## config.mk

```make
export PLATFORM = sky130hd
export DESIGN_NAME = led_div_sched
export DESIGN_NICKNAME = d
export VERILOG_FILES = /design/src/rtl/led_pkg.sv /design/src/rtl/led_div_table.sv /design/src/rtl/led_div_sched.sv
export SDC_FILE = /design/constraint.sdc
export NUM_CORES = 1
export LEC_CHECK = 0
export ABC_CLOCK_PERIOD_IN_PS = 5300
export CORE_MARGIN = 3
export CORE_UTILIZATION = 25
export CTS_BUF_LIST = sky130_fd_sc_hd__clkbuf_8
export CTS_CLUSTER_DIAMETER = 50
export DETAILED_ROUTE_END_ITERATION = 16
export SYNTH_ARGS = -nofsm -noshare
export SYNTH_HDL_FRONTEND = slang
export SYNTH_HIERARCHICAL = 1
export SYNTH_SLANG_ARGS = --single-unit
```

## constraint.sdc

```tcl
create_clock -name clk100 -period 5.3 [get_ports clk100]
set_input_delay 1.06 -clock clk100 [delete_from_list [all_inputs] [get_ports clk100]]
set_output_delay 1.06 -clock clk100 [all_outputs]
set_load 0.01 [all_outputs]
```

## src/rtl/led_pkg.sv

```systemverilog
// Shared types and constants for the LED divider scheduler and its table.
package led_pkg;
  typedef enum logic [1:0] {
    IDLE  = 2'd0,
    LOAD  = 2'd1,
    DWELL = 2'd2,
    NEXT  = 2'd3
  } sched_state_t;

  localparam int LED_DIV_W = 12;
endpackage

```

## src/rtl/led_div_table.sv

```systemverilog
// Slot table of {divider, dwell} pairs: one synchronous write port, one
// combinational read port addressed by the scheduler's current index.
module led_div_table #(
  parameter  int DIV_W   = 12,
  parameter  int N_SLOTS = 8,
  parameter  int DWELL_W = 8,
  localparam int IDX_W   = $clog2(N_SLOTS)
) (
  input  logic               clk100,
  input  logic               rstn,
  input  logic               we_i,
  input  logic [IDX_W-1:0]   waddr_i,
  input  logic [DIV_W-1:0]   wdiv_i,
  input  logic [DWELL_W-1:0] wdwell_i,
  input  logic [IDX_W-1:0]   raddr_i,
  output logic [DIV_W-1:0]   rdiv_o,
  output logic [DWELL_W-1:0] rdwell_o
);
  logic [DIV_W-1:0]   div_q   [N_SLOTS];
  logic [DIV_W-1:0]   div_d   [N_SLOTS];
  logic [DWELL_W-1:0] dwell_q [N_SLOTS];
  logic [DWELL_W-1:0] dwell_d [N_SLOTS];

  always_comb begin
    div_d   = div_q;
    dwell_d = dwell_q;
    if (we_i) begin
      div_d[waddr_i]   = wdiv_i;
      dwell_d[waddr_i] = wdwell_i;
    end
  end

  always_ff @(posedge clk100 or negedge rstn) begin
    if (!rstn) begin
      div_q   <= '{default: '0};
      dwell_q <= '{default: '0};
    end else begin
      div_q   <= div_d;
      dwell_q <= dwell_d;
    end
  end

  assign rdiv_o   = div_q[raddr_i];
  assign rdwell_o = dwell_q[raddr_i];
endmodule

```

## src/rtl/led_div_sched.sv

```systemverilog
// Drives the led_cnt div/wren port: walks a slot table with per-slot dwell
// counted in led_int edges, and interleaves one-shot override writes.
module led_div_sched
  import led_pkg::*;
#(
  parameter  int DIV_W   = LED_DIV_W,
  parameter  int N_SLOTS = 8,
  parameter  int DWELL_W = 8,
  localparam int IDX_W   = $clog2(N_SLOTS)
) (
  input  logic               clk100,
  input  logic               rstn,
  input  logic               enable_i,
  input  logic [IDX_W:0]     len_i,
  input  logic               cfg_we_i,
  input  logic [IDX_W-1:0]   cfg_addr_i,
  input  logic [DIV_W-1:0]   cfg_div_i,
  input  logic [DWELL_W-1:0] cfg_dwell_i,
  input  logic               ovr_req_i,
  input  logic [DIV_W-1:0]   ovr_div_i,
  output logic               ovr_ack_o,
  input  logic               led_int_i,
  output logic [DIV_W-1:0]   div_o,
  output logic               wren_o,
  output logic [IDX_W-1:0]   slot_o,
  output logic               busy_o,
  output sched_state_t       state_o
);
  localparam logic [IDX_W:0] NS_W = (IDX_W+1)'(N_SLOTS);

  sched_state_t       state_q, state_d;
  logic [IDX_W-1:0]   idx_q, idx_d;
  logic [DWELL_W-1:0] dwell_cnt_q, dwell_cnt_d;
  logic               led_int_q, rise_q, rise_d;
  logic               hold_q, hold_d;
  logic               last_ovr_q, last_ovr_d;
  logic [DIV_W-1:0]   div_q, div_d;
  logic               wren_q, wren_d;
  logic               ack_q, ack_d;
  logic [IDX_W-1:0]   slot_q, slot_d;
  logic               busy_q, busy_d;

  logic [DIV_W-1:0]   tbl_div;
  logic [DWELL_W-1:0] tbl_dwell;
  logic [IDX_W:0]     len_eff, idx_inc;
  logic [DWELL_W:0]   cnt_inc, dwell_eff;
  logic               load_pend, ovr_fire, load_fire, edge_now;

  led_div_table #(.DIV_W(DIV_W), .N_SLOTS(N_SLOTS), .DWELL_W(DWELL_W)) u_table (
    .clk100   (clk100),
    .rstn     (rstn),
    .we_i     (cfg_we_i),
    .waddr_i  (cfg_addr_i),
    .wdiv_i   (cfg_div_i),
    .wdwell_i (cfg_dwell_i),
    .raddr_i  (idx_q),
    .rdiv_o   (tbl_div),
    .rdwell_o (tbl_dwell)
  );

  always_comb begin
    if (len_i == '0)       len_eff = (IDX_W+1)'(1);
    else if (len_i > NS_W) len_eff = NS_W;
    else                   len_eff = len_i;
  end

  assign idx_inc   = {1'b0, idx_q} + (IDX_W+1)'(1);
  assign cnt_inc   = {1'b0, dwell_cnt_q} + (DWELL_W+1)'(1);
  assign dwell_eff = (tbl_dwell == '0) ? (DWELL_W+1)'(1) : {1'b0, tbl_dwell};
  assign rise_d    = led_int_i & ~led_int_q;
  assign edge_now  = rise_q | hold_q;

  // Override handshake: ovr_req_i is a level held by the requester until the
  // single-cycle ovr_ack_o, which coincides with the override's wren_o pulse.
  // No write issues while wren_q is high; after an override, a pending LOAD
  // wins the next free slot so a held request cannot starve the sequence.
  assign load_pend = (state_q == LOAD) && enable_i;
  assign ovr_fire  = ovr_req_i && !wren_q && !(load_pend && last_ovr_q);
  assign load_fire = load_pend && !wren_q && !ovr_fire;

  always_comb begin
    state_d     = state_q;
    idx_d       = idx_q;
    dwell_cnt_d = dwell_cnt_q;
    hold_d      = hold_q;
    if (!enable_i) begin
      state_d = IDLE;
      hold_d  = 1'b0;
    end else if (ovr_fire) begin
      // FSM pauses; an edge arriving now is carried into the next cycle
      if (state_q == DWELL && rise_q) hold_d = 1'b1;
    end else begin
      unique case (state_q)
        IDLE: begin
          state_d = LOAD;
          idx_d   = '0;
        end
        LOAD: begin
          if (load_fire) begin
            state_d     = DWELL;
            dwell_cnt_d = '0;
            hold_d      = 1'b0;
          end
        end
        DWELL: begin
          if (edge_now) begin
            hold_d = 1'b0;
            if (cnt_inc >= dwell_eff) state_d = NEXT;
            else                      dwell_cnt_d = cnt_inc[DWELL_W-1:0];
          end
        end
        NEXT: begin
          state_d = LOAD;
          idx_d   = (idx_inc >= len_eff) ? '0 : idx_inc[IDX_W-1:0];
        end
        default: state_d = IDLE;
      endcase
    end
  end

  always_comb begin
    div_d      = div_q;
    wren_d     = 1'b0;
    ack_d      = 1'b0;
    slot_d     = slot_q;
    last_ovr_d = last_ovr_q;
    busy_d     = (state_d != IDLE);
    if (ovr_fire) begin
      div_d      = ovr_div_i;
      wren_d     = 1'b1;
      ack_d      = 1'b1;
      last_ovr_d = 1'b1;
    end else if (load_fire) begin
      div_d      = tbl_div;
      wren_d     = 1'b1;
      slot_d     = idx_q;
      last_ovr_d = 1'b0;
    end
  end

  always_ff @(posedge clk100 or negedge rstn) begin
    if (!rstn) begin
      state_q     <= IDLE;
      idx_q       <= '0;
      dwell_cnt_q <= '0;
      led_int_q   <= 1'b0;
      rise_q      <= 1'b0;
      hold_q      <= 1'b0;
      last_ovr_q  <= 1'b0;
      div_q       <= '0;
      wren_q      <= 1'b0;
      ack_q       <= 1'b0;
      slot_q      <= '0;
      busy_q      <= 1'b0;
    end else begin
      state_q     <= state_d;
      idx_q       <= idx_d;
      dwell_cnt_q <= dwell_cnt_d;
      led_int_q   <= led_int_i;
      rise_q      <= rise_d;
      hold_q      <= hold_d;
      last_ovr_q  <= last_ovr_d;
      div_q       <= div_d;
      wren_q      <= wren_d;
      ack_q       <= ack_d;
      slot_q      <= slot_d;
      busy_q      <= busy_d;
    end
  end

  assign div_o     = div_q;
  assign wren_o    = wren_q;
  assign ovr_ack_o = ack_q;
  assign slot_o    = slot_q;
  assign busy_o    = busy_q;
  assign state_o   = state_q;
endmodule
```

; Yosys cells after proc, flatten, opt, wreduce, memory -nomap -nowiden
; Index checks and enable logic that the tools add are counted.
[classes]
n_addsub = 2
n_lt_le_gt_ge = 6
n_eq_ne = 10
mux = 39
bitwise = 6
reduce_logical = 23
[op_table]
columns = operator, count
row1 = $bwmux W96, 1
row2 = $bwmux W64, 1
row3 = $mux W12, 5
row4 = $mux W8, 7
row5 = $bmux W12 S3, 1
row6 = $demux W12 S3, 1
row7 = $bmux W8 S3, 1
row8 = $demux W8 S3, 1
row9 = $pmux W8 S2, 1
row10 = $mux W2, 5
row11 = $add A8 B1 Y9 const B, 1
row12 = $ge A9 B8 Y1, 1
row13 = $mux W1, 9
row14 = $ge A4 B4 Y1 const B, 2
row15 = $logic_and A1 B1 Y1, 8
row16 = $logic_not A8 Y1, 1
row17 = $mux W4, 2
row18 = $ne A4 B4 Y1 const B, 2
row19 = $not A3 Y4, 2
row20 = $reduce_bool A2 Y1, 4
row21 = $ne A2 B2 Y1 const B, 3
row22 = $pmux W2 S3, 1
row23 = $pmux W3 S2, 1
row24 = $reduce_and A6 Y1, 1
row25 = other kinds (20), 24
[word_totals]
reg_bits = 195
in_bits = 45
output_inout_bits = 20

; Logic depth before layout (Yosys ltp)
[logic_depth]
ltp_word = 13
ltp_mapped = 13
depth_no_buf = 11

; Cells and area by module
; The synthesis kept the hierarchy.
[modules_own_cells]
columns = module, n_inst, cells_each, area_each_um2, seq_area_each_um2
row1 = led_div_table, 1, 415, 7319.5, 4003.8
row2 = led_div_sched, 1, 197, 2028.2, 875.8

; Least setup slack after synthesis
; No wires, ideal clock.
[synth_path]
path_kind = register -> register
from = register idx_q[0]
to = register dwell_cnt_q[7]
t_arrival_ps = 3506
setup_slack_ps = 1669
stages_incl_launch_ff = 14
period_less_slack_ps = 3631
path_cell_list = dfrtp_1 -> buf_6 -> buf_6 -> mux4_1 -> mux2_2 -> nor4_1 -> a41o_1 -> ha_1 -> nand2b_1 -> a2111oi_2 -> o31ai_2 -> or2_1 -> buf_6 -> mux2_4
[synth_via]
elab_chain_cells = 9
[synth_rtl]
columns = element, line
row1 = "start, declared", led_div_sched.sv:32  ; logic [IDX_W-1:0] idx_q, idx_d;
row2 = "start signal, assigned", led_div_sched.sv:157  ; idx_q <= idx_d;
row3 = $not A3 Y4 (not written as such) (*), led_div_table.sv:44  ; assign rdwell_o = dwell_q[raddr_i];
row4 = $bmux W8 S3 (*), led_div_table.sv:44
row5 = $mux W8 (not written as such) (*) (2 in series), led_div_table.sv:44
row6 = named net tbl_dwell[4], led_div_sched.sv:44  ; logic [DWELL_W-1:0] tbl_dwell;
row7 = $logic_not A8 Y1, led_div_sched.sv:69  ; assign dwell_eff = (tbl_dwell == '0) ? (DWELL_W+1)'(1) : {1'b0, tbl_dwell};
row8 = $mux W8 (*), led_div_sched.sv:69
row9 = $ge A9 B8 Y1 (*), led_div_sched.sv:108  ; if (cnt_inc >= dwell_eff) state_d = NEXT;
row10 = $ne A2 B2 Y1 (no source line) (*), -
row11 = $reduce_and A6 Y1 (no source line) (*), -
row12 = "end signal, assigned", led_div_sched.sv:158  ; dwell_cnt_q <= dwell_cnt_d;
row13 = "end, declared", led_div_sched.sv:33  ; logic [DWELL_W-1:0] dwell_cnt_q, dwell_cnt_d;
; The timed path passes the listed nets; every way through them passes the cells marked *. The select of a mux whose other input is x is not followed.
; A chain may end at the register's enable or synchronous reset.

; Final worst setup path
; Ends and elaborated chain as after synthesis.

==> results.json <==
{
  "nets": 740,
  "critPathSlowestCell": "dfrtp_2",
  "first_iter_violations": 380,
  "dieWidth_um": 199,
  "drive_gt1_share_pct": 31.9,
  "synth_area_leaders": "dfrtp_1, mux2_2, mux4_1",
  "syn_inst": 612,
  "grtUsageTotal_pct": 10.8,
  "critPathMaxFanout": 26,
  "grt_max_degree": 127,
  "rr_worst_depth": 10,
  "core_area_um2": 36700,
  "seq_area_um2": 4880,
  "path_clk_slew_ns": 0.12,
  "outcome": "finished, final reports clean",
  "path_class": "reg -> reg",
  "min_path_type": "reg -> reg",
  "syn2layout_area_growth_pct": 17.4,
  "ys_seq_area_share_pct": 52.2,
  "routed_wl_um": 20900,
  "via_per_inst": 4.72,
  "dieHeight_um": 199,
  "multi_input_area_um2": 4200,
  "cp_num_buf_inv": 0,
  "grt_pass1_vias": 5578,
  "dpl_cell_area_um2": 10500,
  "synthesis.area_per_instance_um2": 15.3,
  "synth_most_common_cell": "dfrtp_1",
  "crit_chain": "mux4_1 > mux2_2 > nor4_1 > a41o_1 > ha_1 > nand2b_1 > a2111oi_2 > o31ai_2 > or2_1 > mux2_4",
  "dp_cells": 1126,
  "r2r_start": "idx_q[0]",
  "preCtsSetupSlack_ns": 1.13,
  "clock_path_buffers": 2,
  "drc": 0,
  "fmax_mhz": 241,
  "synth-edff-count": 0,
  "critPathCapture": "dwell_cnt_q[7]",
  "cts_root_buf": "clkbuf_8",
  "vias": 5469,
  "slowest_delay_ns": 0.86,
  "hpwl_um": 13200,
  "tns_ns": 0,
  "clock-sinks": 195,
  "finish.utilization_pct": 29.9,
  "finalCritPeriodShare_pct": 78.2,
  "yosys_warnings": 6,
  "synth_fp_nets": 675,
  "critical_path_arrival_ns": 4.52,
  "rsz0062_at_grt": "false",
  "tightest_slew_ns": 1.05,
  "powerDensity_nw_per_um2": 366,
  "num_rows": 70,
  "dr.pass1.iters": 6,
  "cp-startpoint": "idx_q[0]",
  "antenna_found_initial": 2,
  "async_flop_share_pct": 100,
  "clkLatencyLatePin_ns": 0.49,
  "cap_violations": 0,
  "die_area_um2": 39700,
  "cp_top_family": "multiplexers",
  "crit_required_ns": 5.67,
  "nFillCells": 3610,
  "peakVddDrop_uv": 202,
  "start_util_pct": 25.5,
  "final_cell_area_um2": 11000,
  "power_mw": 4.01,
  "critPathLaunchType": "flop",
  "synth.top_cell.area_share_pct": 52.2,
  "hold_viol": 0,
  "synth_area_um2": 9350,
  "synth_top_area_cell": "dfrtp_1",
  "synth_ff_type": "dfrtp_1",
  "final_max_slew_viol_count": 0,
  "slew_headroom_pct": 29.8,
  "grt_pass1_wl_um": 33000,
  "drt-wirelength-per-cell_um": 18.0,
  "ctsResizeCount": 0,
  "finalCriticalPeriod_ns": 4.15,
  "htree_num_levels": 4,
  "cts_setup_buffers": 0,
  "yosysUniqueCellTypes": 53,
  "cts_made_buffers": 17,
  "p_leak_nw": 4.64,
  "grt_overflow": 0,
  "holdWs_ns": 0.426,
  "rrSetupSlack_ns": 1.15,
  "ant_nets": 0,
  "finClkSkew_ns": 0.0261,
  "yosys-top-cells-count": "dfrtp_1, mux2_2, mux4_1",
  "portBuffers": 64,
  "crit_path_end_kind": "flop",
  "cp_num_cells": 10,
  "place.gp.congestion": 0.742,
  "layoutNonFillerInstCount": 1159,
  "synth_seq_cells": 195,
  "cts_tree": "yes",
  "cts_hold_buf": 0,
  "io_pins": 65,
  "finalSetupViolations": 0,
  "reg2reg_to": "dwell_cnt_q[7]",
  "fin_ws_ns": 1.15
}
[final cells by class]
| class | count | area share (%) |
|---|---|---|
| Timing Repair Buffer | 80 | 6.97 |
| Tap cell | 468 | 5.34 |
| Antenna cell | 1 | 0.0228 |
| Clock inverter | 15 | 1.96 |
| Sequential cell | 195 | 44.5 |
| Clock buffer | 17 | 2.13 |
| Inverter | 25 | 0.855 |
| Multi-Input combinational cell | 358 | 38.3 |
[sequential cells by signal (all words and copies together) (netlist names)]
signal / cells
u_table/div_q: 96
u_table/dwell_q: 64
div_o: 12
dwell_cnt_q: 8
idx_q: 3
slot_o: 3
state_o: 2
busy_o: 1
hold_q: 1
last_ovr_q: 1
led_int_q: 1
ovr_ack_o: 1
rise_q: 1
wren_o: 1
[cells by family (layout without fill, tap and decap cells)]
| kind of cell | count (synthesis) | count (layout) | synth area share (%) |
|---|---|---|---|
| xor+xnor | 2 | 2 | 0.187 |
| compound gates | 56 | 56 | 4.97 |
| other cells | 0 | 1 | 0 |
| buf+inv | 59 | 137 | 3.08 |
| flops | 195 | 195 | 52.2 |
| fa+ha+maj | 18 | 18 | 2.41 |
| simple gates | 57 | 57 | 3.59 |
| mux | 225 | 225 | 33.6 |
[cell usage in the layout (no fill, tap or decap), drive strengths merged, types with 4 or more instances in the layout]
| master | synthesis | routed |
|---|---|---|
| buf | 26 | 16 |
| nand2 | 14 | 14 |
| clkbuf | 8 | 18 |
| nor2 | 5 | 5 |
| dfrtp | 195 | 195 |
| inv | 25 | 32 |
| a31o | 5 | 5 |
| clkinv | 0 | 7 |
| a211oi | 5 | 5 |
| o21ai | 7 | 7 |
| mux2 | 185 | 185 |
| a222oi | 12 | 12 |
| mux4 | 40 | 40 |
| clkdlybuf4s50 | 0 | 63 |
| ha | 18 | 18 |
| or2 | 4 | 4 |
| nand2b | 9 | 9 |
[where the power goes]
| group | leakage, nW | switching [mW] | total, mW | internal (mW) |
|---|---|---|---|---|
| sequential | 2.37 | 0.187 | 2.00 | 1.82 |
| clock | 0.215 | 0.651 | 1.03 | 0.381 |
| combinational | 2.05 | 0.384 | 0.979 | 0.595 |
[metal layers]
layer	share of wire [%]	global-route usage [%]	wire length, um	vias to the layer above
met5	0.13	0	27	-
met2	45	16.8	9460	84
met4	0.75	2.25	156	4
li1	-	-	-	2477
met3	4.7	3.02	980	15
met1	49	15.1	10200	2889
[worst min path at each step]
stage	start	to	slack (ns)	cells past startpoint
6_report	led_int_q	rise_q	0.43	1
5_1_grt	led_int_q	rise_q	0.43	1
4_1_cts	led_int_q	rise_q	0.43	1
3_5_place_dp	led_int_q	rise_q	0.40	1
3_3_place_gp	led_int_q	rise_q	0.39	1
2_1_floorplan	led_int_q	rise_q	0.38	1
No activity file was read; power rests on OpenSTA's default activity.
